[src/rtl/booth_mult_32.sv]
// Iterative radix-4 (modified Booth) signed multiplier.
// The product register {h, l} starts as {0, b, 0}. Each RUN cycle adds one Booth
// multiple of the multiplicand into h and then shifts the whole register right by
// two bits, keeping the sign. After WIDTH/2 steps the 64-bit product sits in
// {h[WIDTH-1:0], l[WIDTH:1]}. The low word and an overflow flag are registered
// from that value, and a one-cycle ready pulse goes out with them.
//
// state | meaning
// ------+---------------------------------------------------------------
// IDLE  | waiting for ctrl_mult
// RUN   | one Booth step per cycle; ctrl_mult here restarts with new operands
// DONE  | product complete; outputs load on this edge, ready pulses next cycle
module booth_mult_32 #(
  parameter int WIDTH = 32
) (
  input  logic             clock,
  input  logic             reset,
  input  logic             ctrl_mult,
  input  logic [WIDTH-1:0] data_operandA,
  input  logic [WIDTH-1:0] data_operandB,
  output logic [WIDTH-1:0] data_result,
  output logic             data_exception,
  output logic             data_resultRDY,
  output logic             busy
);

  localparam int HW   = WIDTH + 2;          // accumulator; holds -2M for the most negative M
  localparam int LW   = WIDTH + 1;          // multiplier plus the implicit bit below its LSB
  localparam int ITER = WIDTH / 2;
  localparam int CW   = $clog2(ITER);
  localparam logic [CW-1:0] LAST = CW'(ITER - 1);

  typedef enum logic [1:0] {
    IDLE = 2'd0,
    RUN  = 2'd1,
    DONE = 2'd2
  } state_t;

  state_t          state, state_nx;
  logic            load, step, finish;
  logic [CW-1:0]   count;
  logic [HW-1:0]   m, h, m2, addend, h_sum;
  logic [LW-1:0]   l;
  logic [2*WIDTH-1:0] product;

  // state register
  always_ff @(posedge clock or posedge reset) begin
    if (reset) state <= IDLE;
    else       state <= state_nx;
  end

  // next state and datapath controls
  always_comb begin
    state_nx = state;
    load     = 1'b0;
    step     = 1'b0;
    finish   = 1'b0;
    case (state)
      IDLE: begin
        if (ctrl_mult) begin
          load     = 1'b1;
          state_nx = RUN;
        end
      end
      RUN: begin
        if (ctrl_mult) begin
          load     = 1'b1;
          state_nx = RUN;
        end else begin
          step = 1'b1;
          if (count == LAST) state_nx = DONE;
        end
      end
      DONE: begin
        finish = 1'b1;
        if (ctrl_mult) begin
          load     = 1'b1;
          state_nx = RUN;
        end else begin
          state_nx = IDLE;
        end
      end
      default: state_nx = IDLE;
    endcase
  end

  assign busy = (state == RUN);

  // Booth recoding of the low triplet and the accumulator add
  always_comb begin
    m2 = m << 1;
    case (l[2:0])
      3'b001, 3'b010: addend = m;
      3'b011:         addend = m2;
      3'b100:         addend = -m2;
      3'b101, 3'b110: addend = -m;
      default:        addend = '0;
    endcase
    h_sum = h + addend;
  end

  // operand load and add-then-shift iteration
  always_ff @(posedge clock or posedge reset) begin
    if (reset) begin
      m     <= '0;
      h     <= '0;
      l     <= '0;
      count <= '0;
    end else if (load) begin
      m     <= {{2{data_operandA[WIDTH-1]}}, data_operandA};
      h     <= '0;
      l     <= {data_operandB, 1'b0};
      count <= '0;
    end else if (step) begin
      h     <= {{2{h_sum[HW-1]}}, h_sum[HW-1:2]};
      l     <= {h_sum[1:0], l[LW-1:2]};
      count <= count + 1'b1;
    end
  end

  assign product = {h[WIDTH-1:0], l[LW-1:1]};

  // result registers, held until the next completed operation
  always_ff @(posedge clock or posedge reset) begin
    if (reset) begin
      data_result    <= '0;
      data_exception <= 1'b0;
      data_resultRDY <= 1'b0;
    end else begin
      data_resultRDY <= finish;
      if (finish) begin
        data_result    <= product[WIDTH-1:0];
        data_exception <= (product[2*WIDTH-1:WIDTH] != {WIDTH{product[WIDTH-1]}});
      end
    end
  end

endmodule

[config.mk]
export PLATFORM = sky130hd
export DESIGN_NAME = booth_mult_32
export DESIGN_NICKNAME = d
export VERILOG_FILES = /design/src/rtl/booth_mult_32.sv
export SDC_FILE = /design/constraint.sdc
export NUM_CORES = 1
export LEC_CHECK = 0
export CAP_MARGIN = 30
export CORE_ASPECT_RATIO = 1.75
export CORE_MARGIN = 8
export CORE_UTILIZATION = 45
export CTS_CLUSTER_DIAMETER = 50
export DETAILED_ROUTE_END_ITERATION = 6
export GPL_TIMING_DRIVEN = 0
export PLACE_DENSITY_LB_ADDON = 0.25
export SLEW_MARGIN = 20
export SYNTH_ARGS = -nofsm -noshare
export SYNTH_HDL_FRONTEND = slang
export SYNTH_SLANG_ARGS = --single-unit
export TNS_END_PERCENT = 5
[constraint.sdc]
create_clock -name clock -period 12.2 [get_ports clock]
set_clock_uncertainty 0.15 [all_clocks]
set_input_delay 2.44 -clock clock [delete_from_list [all_inputs] [get_ports clock]]
set_output_delay 2.44 -clock clock [all_outputs]
set_load 0.01 [all_outputs]
==> results of run 1 <==
==> per-layer routing <==
layer  wire length [µm]  GRT usage, %
met1              10000          23.4
met2              14200          39.6
met3               1630          5.07
met4               2060          18.3
met5                  0             0
==> worst register-to-register path: cells and delay by family (launching register included) <==
family          cells  cell delay (ns)
flops               1             0.43
buf+inv             2             0.21
fa+ha+maj           2             0.55
xor+xnor            1             0.17
compound gates      9             1.86
simple gates        7             1.87
==> area by class of cell <==
class / instances / area [µm²]
Buffer: 71 / 352
Clock buffer: 21 / 460
Clock inverter: 11 / 169
Fill cell: 1854 / 8660
Inverter: 21 / 86.3
Multi-Input combinational cell: 837 / 5150
Sequential cell: 137 / 3430
Tap cell: 245 / 307
Timing Repair Buffer: 102 / 1040
==> cell usage in the layout (no fill, tap or decap), types with 19 or more instances in the layout <==
cell type        netlist  routed
nand2_1              244     244
dfrtp_1              137     137
o21ai_0              102     102
clkdlybuf4s50_1        0     101
a21oi_1               61      61
a22oi_1               55      55
clkbuf_1              51      53
nor2_1                39      39
xnor2_1               36      36
ha_1                  35      35
mux2_2                32      32
nor3_1                25      25
xor2_1                22      22
inv_1                 20      19
==> sequential cells by signal (all words and copies together), names as in the netlist <==
signal,cells
data_resultRDY,1
state,2
h,32
l,33
data_result,32
data_exception,1
count,4
m,32
==> per-stage QoR <==
stage | utilization [%] | total power [mW] | instance area [µm²] | setup WS [ns] | hold WS (ns)
6_report | 55.9 | 1.91 | 11000 | 6.84 | 0.339
5_1_grt | 55.9 | 2.03 | 11000 | 6.45 | 0.372
4_1_cts | 55.9 | 1.92 | 11000 | 6.92 | 0.338
3_5_place_dp | 52.7 | 1.35 | 10400 | 6.96 | 0.331
3_3_place_gp | 52.5 | 1.34 | 10300 | 3.98 | 0.322
2_1_floorplan | - | 1.14 | 9010 | 5.94 | 0.300
==> worst max path at each step <==
stage	cells after the start	slack (ns)	startpoint	to
3_3_place_gp	2	3.98	reset	m[10]
4_1_cts	21	6.92	m[0]	h[28]
3_5_place_dp	20	6.96	m[0]	h[25]
6_report	21	6.84	m[0]	h[28]
5_1_grt	21	6.45	m[0]	h[28]
2_1_floorplan	1	5.94	reset	count[0]
==> kinds of logic (layout without fill, tap and decap cells) <==
family | after synthesis | count (layout)
adder cells (fa/ha/maj) | 36 | 36
buffers and inverters | 92 | 226
multiplexers | 34 | 34
XOR/XNOR | 59 | 59
flip-flops | 137 | 137
AO/OA/AOI/OAI | 301 | 301
AND/OR/NAND/NOR | 407 | 407
==> power groups by stage <==
stage               Combinational (mW)  Clock, mW  Sequential (mW)
finish                           0.737      0.561            0.616
global route                     0.818      0.583            0.627
CTS                              0.735      0.567            0.615
detailed placement               0.729          0            0.621
global placement                 0.717          0            0.621
floorplan                        0.549          0            0.592
==> metrics.md, run 1 <==
| Metric | Value |
|---|---|
| Status | completed |
| Cell Pwr Density | 174 mW/mm² |
| Mapped Area | between 0.009 and 0.01 mm² |
| GRT Util Overall | 23.0% |
| Reg2reg end | h[28] |
| Syn-to-layout area delta | 22.0% |
| Synth top area share | 38.1% |
| Bufs on Longest Clock Path | 2 |
| Sequential power share | 32.2% |
| DRC Markers | 0 |
| Worst Tran Pin Value | 0.926 ns |
| Hold Path Class | register to register |
| H-tree Lvls | 4 |
| Worst reg2reg setup slack | 6.84 ns |
| Sw frac | 38.3% |
| Cells after Synth | 1066 |
| Final Non-Filler Cells | 1445 |
| Syn nets | 1169 |
| Share of layout cells above drive strength 1 | slightly below 9% |
| CP max FO | 5 |
| RSZ-0062 raised after global routing | no |
| EDFF count, synth | 0 |
| Core area | 0.0197 mm² |
| Total clock buffers created by CTS | 17 |
| Number of I/O port buffers | 101 |
| Worst path slowest cell | or3_1 |
| First-pass GRT wire length | 44800 µm |
| Root Buffer | clkbuf_16 |
| Starting Density | 45.8% |
| Layout net count | between 1000 and 1500 |
| Synth Area in Adders | 5.08% |
| Largest net degree at the start of global routing | just over 70 |
| Vias in the first global route | approximately 8800 |
| Fraction of the yosys area taken by sequential cells | 38.1% |
| Most frequent cell after synthesis | nand2_1 |
| Critical R2R Launch | m[0] |
| Cell internal pwr | 1.18 mW |
| TritonRoute pass-1 iters | 5 |
| Largest cells by area after synthesis | dfrtp_1 (38%), nand2_1 (10%), o21ai_0 (5.7%), ha_1 (4.9%), a22oi_1 (4.6%) |
| Routed Wire Length | 27900 µm |
| 1st-iter DRT viols | around 510 |
| Area of the die | 0.0250 mm² |
| Hold_buf cts | 0 |
| WL/cell | 19.3 µm |
| Max Freq | 0.187 GHz |
| Clk pwr share | 29.3% |
| WP buf/inv | 2 |
| Net switching power | 0.733 mW |
| Reg2reg path depth | 21 |
| CTS tree | yes |
| Post_cts resized | 0 |
| Crit-path leading delay family | simple AND/OR/NAND/NOR gates |
| TNS Setup | 0 ns |
| Post-synth cell types | 72 |
| GR Overflow Total | 0 |
| Top FF cell, synth | dfrtp_1 |
| Slew headroom | 38.0% |
| CP required | 12.36 ns |
| CP arrival | 5.52 ns |
| Via density | 5.83 |
| Final HPWL DP | 21100 µm |
| Crit-path cells | inv_1 -> ha_1 -> nor3b_2 -> nand2_1 -> or3_1 -> or3_1 -> o31ai_2 -> a31oi_1 -> nor2b_1 -> a21oi_1 -> o211ai_1 -> ha_1 -> and4_1 -> nand3_1 -> inv_1 -> a221oi_2 -> o21a_2 -> o311ai_1 -> a41oi_1 -> xor2_1 -> o21ai_1 |
| Antenna violations before repair | 0 |
| Final weighted congestion in routability-driven placement | 0.957 |
| Post-DRT Antenna Nets | 0 |
| Fin crit period | 5.36 ns |
| Setup repair bufs after CTS | 0 |
| Leak | 4.84 nW |
| Hold Vio Cnt, Final | 0 |
| Die Y | 203 µm |
| Final Cycle Share | 43.9% |
| Compound-cell area share of the yosys netlist | 21.0% |
| Largest family of logic cells by synthesized area | simple AND/OR/NAND/NOR gates |
| Inserted Diodes | 0 |
| CTS clk-pin slew, worst paths | 0.06 ns |
| Rows | 68 |
| # placed instances | 1413 |
| Comb power frac | 38.5% |
| Yosys top cell by area | dfrtp_1 |
| Hold path depth | 1 |
| Hold_sp | count[3] |
| Ys async rst share | 100% |
| Setup Viol. Count Final | 0 |
| DR vias | 8420 |
| Warnings, synthesis | 0 |
| Most frequent cells after synthesis | nand2_1 (244), dfrtp_1 (137), o21ai_0 (102) |
| Xor and xnor area share after synthesis | around 5.8% |
| Critical path startpoint category | register |
| Final-report max-slew violation count | 0 |
| Post-synthesis simple-gate area fraction | 21.1% |
| Max-Cap Viols | 0 |
| Critical path class | register to register |
| Chip width | 123 µm |
| Yosys reg bits | ~140 |
| Multiplexer share of the synthesized area | 4.22% |
| Skew-Pair Late Insertion Delay | 0.44 ns |
| Crit. End Element | register |
| Max stage delay on crit path | between 0.4 and 0.5 ns |
| Hold endpoint | count[3] |
| IO Count | 102 |
| VDD IR max | 112 µV |
| Mapped Avg Cell Area | between 8 and 9 µm² |
| Clock sinks | 137 |
Note: power is estimated with default switching activity, not from simulation.
==> inputs of run 2 (changes only) <==
==> constraint.sdc (replaced) <==
create_clock -name clock -period 4.7 [get_ports clock]
set_clock_uncertainty 0.15 [all_clocks]
set_input_delay 0.94 -clock clock [delete_from_list [all_inputs] [get_ports clock]]
set_output_delay 0.94 -clock clock [all_outputs]
set_load 0.01 [all_outputs]
==> metrics.md, run 2 (synthesis results as in run 1) <==
| Metric | Value |
|---|---|
| Syn-to-layout area delta | 24.9% |
| Core area | 0.0197 mm² |
| Number of I/O port buffers | approximately 100 |
| Cell Pwr Density | 444 mW/mm² |
| Hold Path Class | register to register |
| GRT Util Overall | 23.7% |
| Commonest non-fill, non-tap cell in the layout | nand2_1 |
| Starting Density | 45.8% |
| FILL cells | 1772 |
| Final HPWL DP | roughly 22000 µm |
| Crit-path leading delay family | compound AO/OA/AOI/OAI gates |
| Post-route cell area | 0.0113 mm² |
| Final weighted congestion in routability-driven placement | around 0.96 |
| Cell internal pwr | between 2 and 3 mW |
| CP required | 4.85 ns |
| Area of placed instances | 0.0104 mm² |
| Dpl ws | -0.614 ns |
| Root Buffer | clkbuf_16 |
| CTS tree | yes |
| Final Non-Filler Cells | 1459 |
| Total clock buffers created by CTS | 17 |
| 1st-iter DRT viols | around 590 |
| Via density | 5.94 |
| VDD IR max | 275 µV |
| Crit-path cells | inv_2 -> ha_2 -> inv_1 -> or3_1 -> nor3_2 -> nand2_1 -> nor4_2 -> inv_1 -> o21ai_0 -> a22oi_1 -> o21ai_0 -> ha_1 -> and3_1 -> and2_1 -> a211oi_1 -> a41oi_2 -> a41oi_2 -> o21ai_1 -> a21oi_1 -> xor2_1 -> o21ai_0 |
| Post-DRT Antenna Nets | 0 |
| Chip width | around 120 µm |
| Net switching power | 2.04 mW |
| Die Y | 203 µm |
| Bufs on Longest Clock Path | 2 |
| Max stage delay on crit path | 0.39 ns |
| Setup Viol. Count Final | 3 |
| Max Freq | around 0.21 GHz |
| Fin crit period | approximately 4.8 ns |
| Max-Cap Viols | 0 |
| Hold Vio Cnt, Final | 0 |
| Vias in the first global route | slightly below 9000 |
| Hold_buf cts | 0 |
| Largest net degree at the start of global routing | 33 |
| GR Overflow Total | 0 |
| WP buf/inv | 3 |
| CP max FO | 5 |
| Setup ws final | -0.0555 ns |
| TNS Setup | -0.125 ns |
| Crit. End Element | register |
| DRC Markers | 0 |
| Sequential power share | 32.0% |
| Final hold slack | between 0.3 and 0.4 ns |
| Max reg flops | 33 |
| Failing checks | negative setup slack |
| Critical path startpoint category | register |
| Largest register by flop count | l |
| Final Cycle Share | 101% |
| # placed instances | between 1000 and 1500 |
| First-pass GRT wire length | 46200 µm |
| Worst path slowest cell | ha_1 |
| Antenna violations before repair | 0 |
| TritonRoute pass-1 iters | 5 |
| Rows | 68 |
| Layout net count | 1304 |
| Clock sinks | 137 |
| RSZ-0062 raised after global routing | yes |
| Most common cell on crit path | o21ai_0 |
| Power, Total | 5.00 mW |
| DR vias | 8669 |
| Area occupied by multi-input gates | 0.00530 mm² |
| Leak | 4.95 nW |
| IO Count | 102 |
| Commonest cells after routing, fill and taps aside | nand2_1 (243), dfrtp_1 (137), clkdlybuf4s50_1 (101) |
| Clk pwr share | between 20% and 30% |
| Area of the die | 0.0250 mm² |
| Final Core Density | a little under three fifths |
| Slew headroom | 46.9% |
| CTS clk-pin slew, worst paths | around 0.06 ns |
| Final-report max-slew violation count | 0 |
| CP arrival | between 4 and 5 ns |
| Skew-Pair Late Insertion Delay | 0.44 ns |
| Comb power frac | 41.1% |
| Worst Tran Pin Value | just under 0.8 ns |
| H-tree Lvls | 4 |
| Status | finished, violations left |
| Inserted Diodes | 0 |
| WL/cell | 20.0 µm |
| Sw frac | 40.8% |
| Routed Wire Length | 29200 µm |
| Critical path class | register to register |
| Share of layout cells above drive strength 1 | roughly 13% |
| FF/Latch Area | 0.00343 mm² |
run 2: final timing paths:
check	to	startpoint	cells past startpoint	slack (ns)
worst max-delay path	h[25]	m[0]	21	-0.06
worst min-delay path	count[3]	count[3]	1	0.36
worst max register to register	h[25]	m[0]	21	-0.06
worst min register to register	count[3]	count[3]	1	0.36
max in group asynchronous	m[7]	reset	5	2.83
min in group asynchronous	l[24]	reset	2	0.71
run 2: final cells by class:
class	instances	share of cell area (%)
Buffer	71	3.20
Clock buffer	18	3.90
Tap cell	245	2.72
Inverter	21	0.734
Timing Repair Buffer	116	10.7
Clock inverter	14	1.23
Multi-Input combinational cell	837	47.1
Sequential cell	137	30.5
run 2: routing by layer:
metal	share of wire, %	global-route usage (%)
met1	36	24.3
met2	52	41.7
met3	6.4	5.34
met4	6.2	15.8
met5	0	0
run 2: power by group through the flow:
stage	Clock, mW	Combinational [mW]	Sequential [mW]
final	1.34	2.05	1.60
after global routing	1.39	2.25	1.62
after CTS	1.36	2.01	1.59
after detailed placement	0	1.91	1.61
after global placement	0	1.87	1.61
after floorplan	0	1.43	1.54
run 2: repair_timing:
action	4_1_cts	5_1_grt
buffers inserted	9	1
gates cloned	0	0
endpoints found under the hold margin	0	0
pin swaps	23	2
resized for setup	32	18
endpoints found under the setup margin	16	14
